[config.mk]
export PLATFORM = sky130hd
export DESIGN_NAME = comet_ii_ram_io_flat
export DESIGN_NICKNAME = d
export VERILOG_FILES = /design/src/rtl/comet_ii_ram_io_if.sv /design/src/rtl/comet_ii_ram_io.sv /design/src/flat_wrapper.sv
export SDC_FILE = /design/constraint.sdc
export NUM_CORES = 2
export LEC_CHECK = 0
export BUFFER_PORTS_ARGS = -buffer_cell sky130_fd_sc_hd__buf_4
export CAP_MARGIN = 10
export CORE_MARGIN = 3
export CORE_UTILIZATION = 30
export CTS_CLUSTER_DIAMETER = 150
export DETAILED_ROUTE_END_ITERATION = 8
export SETUP_SLACK_MARGIN = 0.05
export SYNTH_ARGS = -nofsm -noshare
export SYNTH_HDL_FRONTEND = slang
export SYNTH_MEMORY_MAX_BITS = 65536
export SYNTH_SLANG_ARGS = --single-unit
[constraint.sdc]
create_clock -name mclk -period 3 [get_ports mclk]
set_input_delay 0.75 -clock mclk [delete_from_list [all_inputs] [get_ports mclk]]
set_output_delay 0.75 -clock mclk [all_outputs]
set_load 0.03 [all_outputs]
[src/rtl/comet_ii_ram_io_if.sv]
// CPU read/write strobes and console TX stream between the CPU side and comet_ii_ram_io.
interface comet_ii_ram_io_if;
  logic        re;
  logic [15:0] raddr;
  logic [15:0] rdata;
  logic        we;
  logic [15:0] waddr;
  logic [15:0] wdata;
  logic        tx_valid;
  logic [15:0] tx_data;
  logic        tx_ready;

  modport master (
    output re, raddr, we, waddr, wdata, tx_ready,
    input  rdata, tx_valid, tx_data
  );

  modport slave (
    input  re, raddr, we, waddr, wdata, tx_ready,
    output rdata, tx_valid, tx_data
  );
endinterface

[src/rtl/comet_ii_ram_io.sv]
// Word RAM plus memory-mapped console TX queue (TXDATA FFF0h, TXSTAT FFF1h); 1-cycle registered reads.
// Optional macro RAM_IO_WR_FWD_EN: same-edge read/write of one RAM word returns the new data.
module comet_ii_ram_io #(
  parameter int RAM_AW    = 8,
  parameter int TXQ_DEPTH = 8
) (
  input  logic mclk,
  input  logic init,
  comet_ii_ram_io_if.slave bus
);

  localparam int          PW       = (TXQ_DEPTH > 1) ? $clog2(TXQ_DEPTH) : 1;
  localparam logic [16:0] RAM_LIM  = 17'(1) << RAM_AW;
  localparam logic [15:0] A_TXDATA = 16'hFFF0;
  localparam logic [15:0] A_TXSTAT = 16'hFFF1;
  localparam logic [4:0]  Q_FULL   = 5'(TXQ_DEPTH);

  logic [15:0]   ram_mem [1 << RAM_AW];
  logic [15:0]   q_mem   [TXQ_DEPTH];

  logic [15:0]   rdata_q, rdata_d;
  logic [PW-1:0] wptr_q, wptr_d;
  logic [PW-1:0] rptr_q, rptr_d;
  logic [4:0]    count_q, count_d;
  logic          ovf_q, ovf_d;

  logic rd_ram, wr_ram, rd_stat, push_req, push, pop, full, empty, ovf_set;
  logic [15:0] stat_word;

  assign rd_ram   = ({1'b0, bus.raddr} < RAM_LIM);
  assign wr_ram   = ({1'b0, bus.waddr} < RAM_LIM);
  assign rd_stat  = (bus.raddr == A_TXSTAT);
  assign full     = (count_q == Q_FULL);
  assign empty    = (count_q == 5'd0);
  assign pop      = !empty && bus.tx_ready;
  assign push_req = bus.we && (bus.waddr == A_TXDATA);
  // A full queue still takes the word if the head leaves at the same edge.
  assign push     = push_req && (!full || pop);
  assign ovf_set  = push_req && full && !pop;

  assign stat_word = {8'h00, count_q[3:0], 1'b0, ovf_q, empty, full};

  assign bus.rdata    = rdata_q;
  assign bus.tx_valid = !empty;
  assign bus.tx_data  = q_mem[rptr_q];

  always_comb begin
    rdata_d = rdata_q;
    if (bus.re) begin
      if (rd_ram) begin
        rdata_d = ram_mem[bus.raddr[RAM_AW-1:0]];
`ifdef RAM_IO_WR_FWD_EN
        if (bus.we && (bus.waddr == bus.raddr)) rdata_d = bus.wdata;
`endif
      end else if (rd_stat) begin
        rdata_d = stat_word;
      end else begin
        rdata_d = 16'h0000;
      end
    end
  end

  always_comb begin
    wptr_d  = wptr_q;
    rptr_d  = rptr_q;
    count_d = count_q;
    ovf_d   = ovf_q;
    if (push) wptr_d = wptr_q + 1'b1;
    if (pop)  rptr_d = rptr_q + 1'b1;
    if (push && !pop)      count_d = count_q + 5'd1;
    else if (pop && !push) count_d = count_q - 5'd1;
    // A fresh overflow beats the clear-on-read of TXSTAT.
    if (ovf_set)            ovf_d = 1'b1;
    else if (bus.re && rd_stat) ovf_d = 1'b0;
  end

  always_ff @(posedge mclk or negedge init) begin
    if (!init) begin
      rdata_q <= 16'h0000;
      wptr_q  <= '0;
      rptr_q  <= '0;
      count_q <= 5'd0;
      ovf_q   <= 1'b0;
    end else begin
      rdata_q <= rdata_d;
      wptr_q  <= wptr_d;
      rptr_q  <= rptr_d;
      count_q <= count_d;
      ovf_q   <= ovf_d;
    end
  end

  // Storage is not reset; the write enable is qualified by init so strobes in reset are dropped.
  always_ff @(posedge mclk) begin
    if (init && bus.we && wr_ram) ram_mem[bus.waddr[RAM_AW-1:0]] <= bus.wdata;
    if (init && push)             q_mem[wptr_q] <= bus.wdata;
  end

endmodule

[src/flat_wrapper.sv]
// flat-port wrapper written by rule: the top's interface ports become plain ports
module comet_ii_ram_io_flat 
#(
  parameter int RAM_AW    = 8,
  parameter int TXQ_DEPTH = 8
)
  (mclk, init, bus_re, bus_raddr, bus_we, bus_waddr, bus_wdata, bus_tx_ready, bus_rdata, bus_tx_valid, bus_tx_data);
  comet_ii_ram_io_if bus_i ();
  input  logic mclk;
  input  logic init;
  input wire logic [$bits(bus_i.re)-1:0] bus_re;
  input wire logic [$bits(bus_i.raddr)-1:0] bus_raddr;
  input wire logic [$bits(bus_i.we)-1:0] bus_we;
  input wire logic [$bits(bus_i.waddr)-1:0] bus_waddr;
  input wire logic [$bits(bus_i.wdata)-1:0] bus_wdata;
  input wire logic [$bits(bus_i.tx_ready)-1:0] bus_tx_ready;
  output wire logic [$bits(bus_i.rdata)-1:0] bus_rdata;
  output wire logic [$bits(bus_i.tx_valid)-1:0] bus_tx_valid;
  output wire logic [$bits(bus_i.tx_data)-1:0] bus_tx_data;
  assign bus_i.re = bus_re;
  assign bus_i.raddr = bus_raddr;
  assign bus_i.we = bus_we;
  assign bus_i.waddr = bus_waddr;
  assign bus_i.wdata = bus_wdata;
  assign bus_i.tx_ready = bus_tx_ready;
  assign bus_rdata = bus_i.rdata;
  assign bus_tx_valid = bus_i.tx_valid;
  assign bus_tx_data = bus_i.tx_data;
  comet_ii_ram_io #(.RAM_AW(RAM_AW), .TXQ_DEPTH(TXQ_DEPTH)) u_core (.mclk(mclk), .init(init), .bus(bus_i));
endmodule
Yosys cells after proc, flatten, opt, wreduce, memory -nomap -nowiden

Memory sizes are Yosys's and may differ from the RTL's.
Index checks and enable logic that the tools add are counted.

Eq/ne operators: 3
Magnitude comparators: 2
Reductions and logical operators: 19
Multiplexer cells: 10
Add/sub/neg operators: 4

Operator list:

| kind                                                                  | number |
|---|---|
| 16-bit equality test, second input constant                           | 2 |
| 16-bit by 9-bit < comparator with 1-bit output, second input constant | 2 |
| 16-bit two-way mux                                                    | 1 |
| 1-bit logical AND                                                     | 11 |
| 5-bit two-way mux                                                     | 2 |
| 8-bit two-way mux                                                     | 1 |
| 3-bit by 1-bit adder with 3-bit output, second input constant         | 2 |
| 1-bit two-way mux                                                     | 6 |
| 5-bit by 1-bit adder with 5-bit output, second input constant         | 1 |
| 5-bit by 4-bit equality test with 1-bit output, second input constant | 1 |
| 5-bit logical NOT                                                     | 1 |
| 5-bit by 1-bit subtractor with 5-bit output, second input constant    | 1 |
| 1-bit logical NOT                                                     | 4 |
| 2-bit nonzero test                                                    | 2 |
| 1-bit logical OR                                                      | 1 |

Memory bits (writable): 4,224
Memories: 2
Register bits after elaboration: 28
Output and inout port bits: 33

Memory list:

| name           | depth | width | rd ports | clocked after memory_dff | wr ports | RTL line              | RTL |
|---|---|---|---|---|---|---|---|
| u_core.ram_mem | 256   | 16    | 1        | 0                        | 1        | comet_ii_ram_io.sv:18 | `logic [15:0] ram_mem [1 << RAM_AW];` |
| u_core.q_mem   | 8     | 16    | 1        | 0                        | 1        | comet_ii_ram_io.sv:19 | `logic [15:0] q_mem [TXQ_DEPTH];` |

Depth between registers and ports, before layout

Depth in word-level cells: 9
Gate-level depth with buffers: 14
Depth with buffers taken out: 13

Worst setup path before layout

OpenSTA, ideal clock, no wires.

Path kind: input to register
Start: in bus_waddr[1]
End: mem u_core.q_mem[1][0], enable pin
Cell stages on the path: 8
Buffers on the path: 1
Setup slack: -0.768 ns
Data arrival time: 3.358 ns
Data required time: 2.591 ns
Path through: nor2_1 -> nand2_1 -> or3_1 -> nor3_1 -> nor2b_1 -> clkbuf_1 -> nand3_1 -> nor3_1

Word-level cells in the longest chain between the ends: 6

RTL lines:

| element                                 | RTL line              | RTL |
|---|---|---|
| from (decl)                             | flat_wrapper.sv:14    | `input wire logic [$bits(bus_i.waddr)-1:0] bus_waddr;` |
| 16-bit equality test                    | comet_ii_ram_io.sv:36 | `assign push_req = bus.we && (bus.waddr == A_TXDATA);` |
| 1-bit logical AND                       | comet_ii_ram_io.sv:36 |  |
| 1-bit logical AND                       | comet_ii_ram_io.sv:38 | `assign push = push_req && (!full \|\| pop);` |
| 1-bit logical AND                       | comet_ii_ram_io.sv:96 | `if (init && push) q_mem[wptr_q] <= bus.wdata;` |
| 1-bit two-way mux                       | comet_ii_ram_io.sv:96 |  |
| 1-bit two-way mux (implied by the code) | comet_ii_ram_io.sv:96 |  |
| to (decl)                               | comet_ii_ram_io.sv:19 |  |

No other way between the ends.

Worst setup path after layout

Start: reg u_core.rptr_q[0]
End: out bus_tx_data[4]

Word-level cells in the longest chain between the ends: 1

RTL lines:

| element                | RTL line              | RTL |
|---|---|---|
| from (decl)            | comet_ii_ram_io.sv:23 | `logic [PW-1:0] rptr_q, rptr_d;` |
| from (signal assigned) | comet_ii_ram_io.sv:87 | `rptr_q <= rptr_d;` |
| memory 8 x 16 bit      | n/a                   |  |
| to (decl)              | flat_wrapper.sv:19    | `output wire logic [$bits(bus_i.tx_data)-1:0] bus_tx_data;` |

No other way between the ends.

==> results.ini <==
[routing]
vias = 87600
routedWlPerCell_um = 31.0
routed_wl_mm = 513
wl_met1_mm = 200
drt_iter0_drc = 12400
detail-route-antenna-nets = 0
wl_met2_mm = 241
vias_per_cell = 5.29
firstDrtPassIters = 6
drc = 0
route.met3.wl_mm = 51.1
routed.top_layer = met5

[cts]
clockBufferDepth = 4
cts-htree-levels = 5
cts_tree = yes
clkSlewWorstSetupHoldPaths_ps = 60
clock-sinks = 4252
insertion_delay_ps = 1030
cts_buffers = 419
cts_root_buffer = clkbuf_16

[setup_path]
crit_chain = buf_12, buf_12, mux4_2, mux2_2, buf_6
critPathLaunchType = flip-flop
path_common_cell = buf_12
slowest_stage = mux4_2
worst_setup_path_end_kind = output pin
max_stage_delay_ps = 490
crit_path_max_fanout = 9
cpLargestDelayFamily = multiplexers
critical_path_buf_inv_count = 3
cp.required_ps = 2250
path_class = reg -> out
worstPathArrival_ps = 2660

[synthesis]
avgSynthCellArea_um2 = 22.1
netlist_instances = 7439
netlist_area_um2 = 164000
synth-async-reset-ratio = 0.00659
ys_seq_area_frac = 0.777
synth_edf_count = 4224
ys.flop_type = edfxtp_1
yosys_register_bits = 4252
ys_warn_count = 0
ys_types = 83
synth_fp_nets = 7499

[timing]
finalSetupViolCount = 16
slew_viol_final = 0
min_period_ps = 3410
skew_ps = 109
worst_slew_pin_slew_ps = 1110
rsz0062_at_grt = yes
setup_slack_ps = -410
whs_ps = 230
hold_viol_final = 0
slew_headroom = 0.259
max_clock_freq_ghz = 0.293
period_share = 1.14

[grt]
antenna_found_initial = 30
grt_max_degree = 100
overflow = 0
grt_use_total = 0.179
grt_pass1_vias = 86500
grt_pass1_wl_mm = 707

[floorplanning]
die_x_um = 746
start_util = 0.301
core_area_um2 = 545000
die_area_um2 = 556000
fp.dieH_um = 746
fp-row-count = 271
io_pins = 86

[layout]
area_growth_pct = 23.3
fin_util = 0.371
final_cells = 16600
num-nets-final = 9029
drive_gt1_frac = 0.359
final_area_um2 = 202000

[power_and_ir_drop]
report.power.total_mw = 129
p_per_area_nw_per_um2 = 636
leakagePower_nw = 65.1
ir_drop_mv = 0.496

[worst_hold_path]
hp-class = in -> reg

[job]
drv_cap = 0

[status]
violations = setup timing
run_status = complete, but fails checks

[place]
dp_cells = 15800
portBuffers = 85
place_area_um2 = 188000
place_congestion = 0.900
dpl.hpwl_mm = 337

## area by class of cell
| type | count | area (um^2) |
|---|---|---|
| Antenna cell | 11 | 27.5 |
| Clock buffer | 508 | 11000 |
| Clock inverter | 263 | 2960 |
| Fill cell | 48700 | 343000 |
| Inverter | 13 | 63.8 |
| Multi-Input combinational cell | 2748 | 34700 |
| Sequential cell | 4252 | 128000 |
| Tap cell | 7234 | 9050 |
| Timing Repair Buffer | 1535 | 17000 |
## worst reg2reg max path: stages, from the launching register on
cell       delay [ps]
edfxtp_1          380
mux4_2            500
nand2_1            90
a21oi_1           150
buf_4             180
a2111oi_1         700
nor3_1            290
nor3_1            280
o311ai_0          160
## cell usage after synthesis, types with 11 or more instances
master        n  area share
nand2b_1     14     0.00053
a221oi_1     53      0.0028
a21oi_1     106      0.0032
a211oi_1     33      0.0015
mux2i_1     352       0.021
o211ai_1     12     0.00055
mux4_2      975        0.13
edfxtp_1   4224        0.77
o22ai_1      70      0.0027
or3_1        11     0.00042
mux2_2       43      0.0029
buf_4        33      0.0015
a22o_1       17     0.00091
nor4_1       20     0.00076
clkbuf_1    148      0.0034
a31oi_1      29      0.0011
buf_6        57      0.0039
o2111ai_1    12     0.00064
o21ai_0      70      0.0021
nor2b_1      31      0.0012
a22oi_1      74      0.0034
and2_1       14     0.00053
o221ai_1     36      0.0019
buf_1        38     0.00087
a2111oi_0    14     0.00075
dfrtp_1      28      0.0043
nor2_1      356      0.0081
mux4_1       16      0.0026
nand2_1     182      0.0042
nor3_1       25     0.00076
buf_2       136      0.0041
nand3_1      46      0.0014
## what timing repair did
action	CTS	global route
resized for setup	37	35
buffers inserted	15	6
endpoints found under the setup margin	26	75
hold endpoints to repair	29	0
cloned	0	1
pin swaps	1	10
hold buffers	2	0
## metal layers
metal  up-vias  track usage
met4        10       0.0637
met3       865       0.0364
li1      34600            -
met5         -            0
met1     47000        0.243
met2      5137        0.285
## kinds of logic (layout without fill, tap and decap cells)
family	after synthesis	in the layout	share of synthesized area
mux	1386	1386	0.161
flops	4252	4252	0.777
buf+inv	439	2319	0.0156
simple gates	746	746	0.0200
compound gates	600	600	0.0256
other cells	0	11	0
xor+xnor	9	9	0.000480
fa+ha+maj	7	7	0.000579
## worst paths after layout
kind / end / startpoint / cells after the start / slack [ps]
max: bus_tx_data[4] / u_core.rptr_q[0]$_DFFE_PN0N_ / 5 / -410
min: u_core.ram_mem[75][10]$_DFFE_PP_ / bus_wdata[10] / 1 / 230
max reg2reg: u_core.bus.rdata[15]$_DFFE_PN0P_ / u_core.ram_mem[209][15]$_DFFE_PP_ / 8 / 150
min reg2reg: u_core.rptr_q[2]$_DFFE_PN0N_ / u_core.rptr_q[2]$_DFFE_PN0N_ / 1 / 480
max in group asynchronous: u_core.bus.rdata[15]$_DFFE_PN0P_ / init / 3 / 2050
min in group asynchronous: u_core.wptr_q[0]$_DFFE_PN0N_ / init / 3 / 390
## registers in the layout, summed over array words and instances (netlist names)
register and flops:
u_core.ram_mem 4096, u_core.q_mem 128, u_core.bus.rdata 16, u_core.count_q 5, u_core.rptr_q 3, u_core.wptr_q 3
u_core.ovf_q 1
## metrics by stage
step,worst slack (ps),TNS (ps)
after detailed placement,-1560,-538790
after global routing,-515,-7640
after CTS,-510,-7830
final,-410,-6260
after global placement,-1560,-625500
after floorplan,-126,-145010
## power breakdown
group / total (mW) / leakage, nW / internal [mW] / switching, mW
Sequential: 65.4 / 38.3 / 65.3 / 0.0583
Clock: 53.3 / 6.72 / 30.4 / 22.9
Combinational: 10.0 / 20.1 / 4.21 / 5.83
Total: 129 / 65.1 / 99.9 / 28.8
## cell usage in the layout (no fill, tap or decap), types with 16 or more instances in the layout
cell           n
a211oi_1      32
a21oi_1      103
a221oi_1      50
a22o_1        17
a22oi_1       74
a31oi_1       28
buf_12       413
buf_4       1076
buf_6         20
buf_8         18
bufinv_16     49
clkbuf_1      79
clkbuf_16    425
clkinv_1      89
clkinv_2      71
clkinvlp_4    25
dfrtp_1       26
edfxtp_1    4224
mux2_2        38
mux2i_1      352
mux4_1        16
mux4_2       975
nand2_1      172
nand3_1       39
nor2_1       231
nor2_2       120
nor2b_1       25
nor3_1        21
o21ai_0       68
o221ai_1      36
o22ai_1       69
No activity file was read; power rests on OpenSTA's default activity.
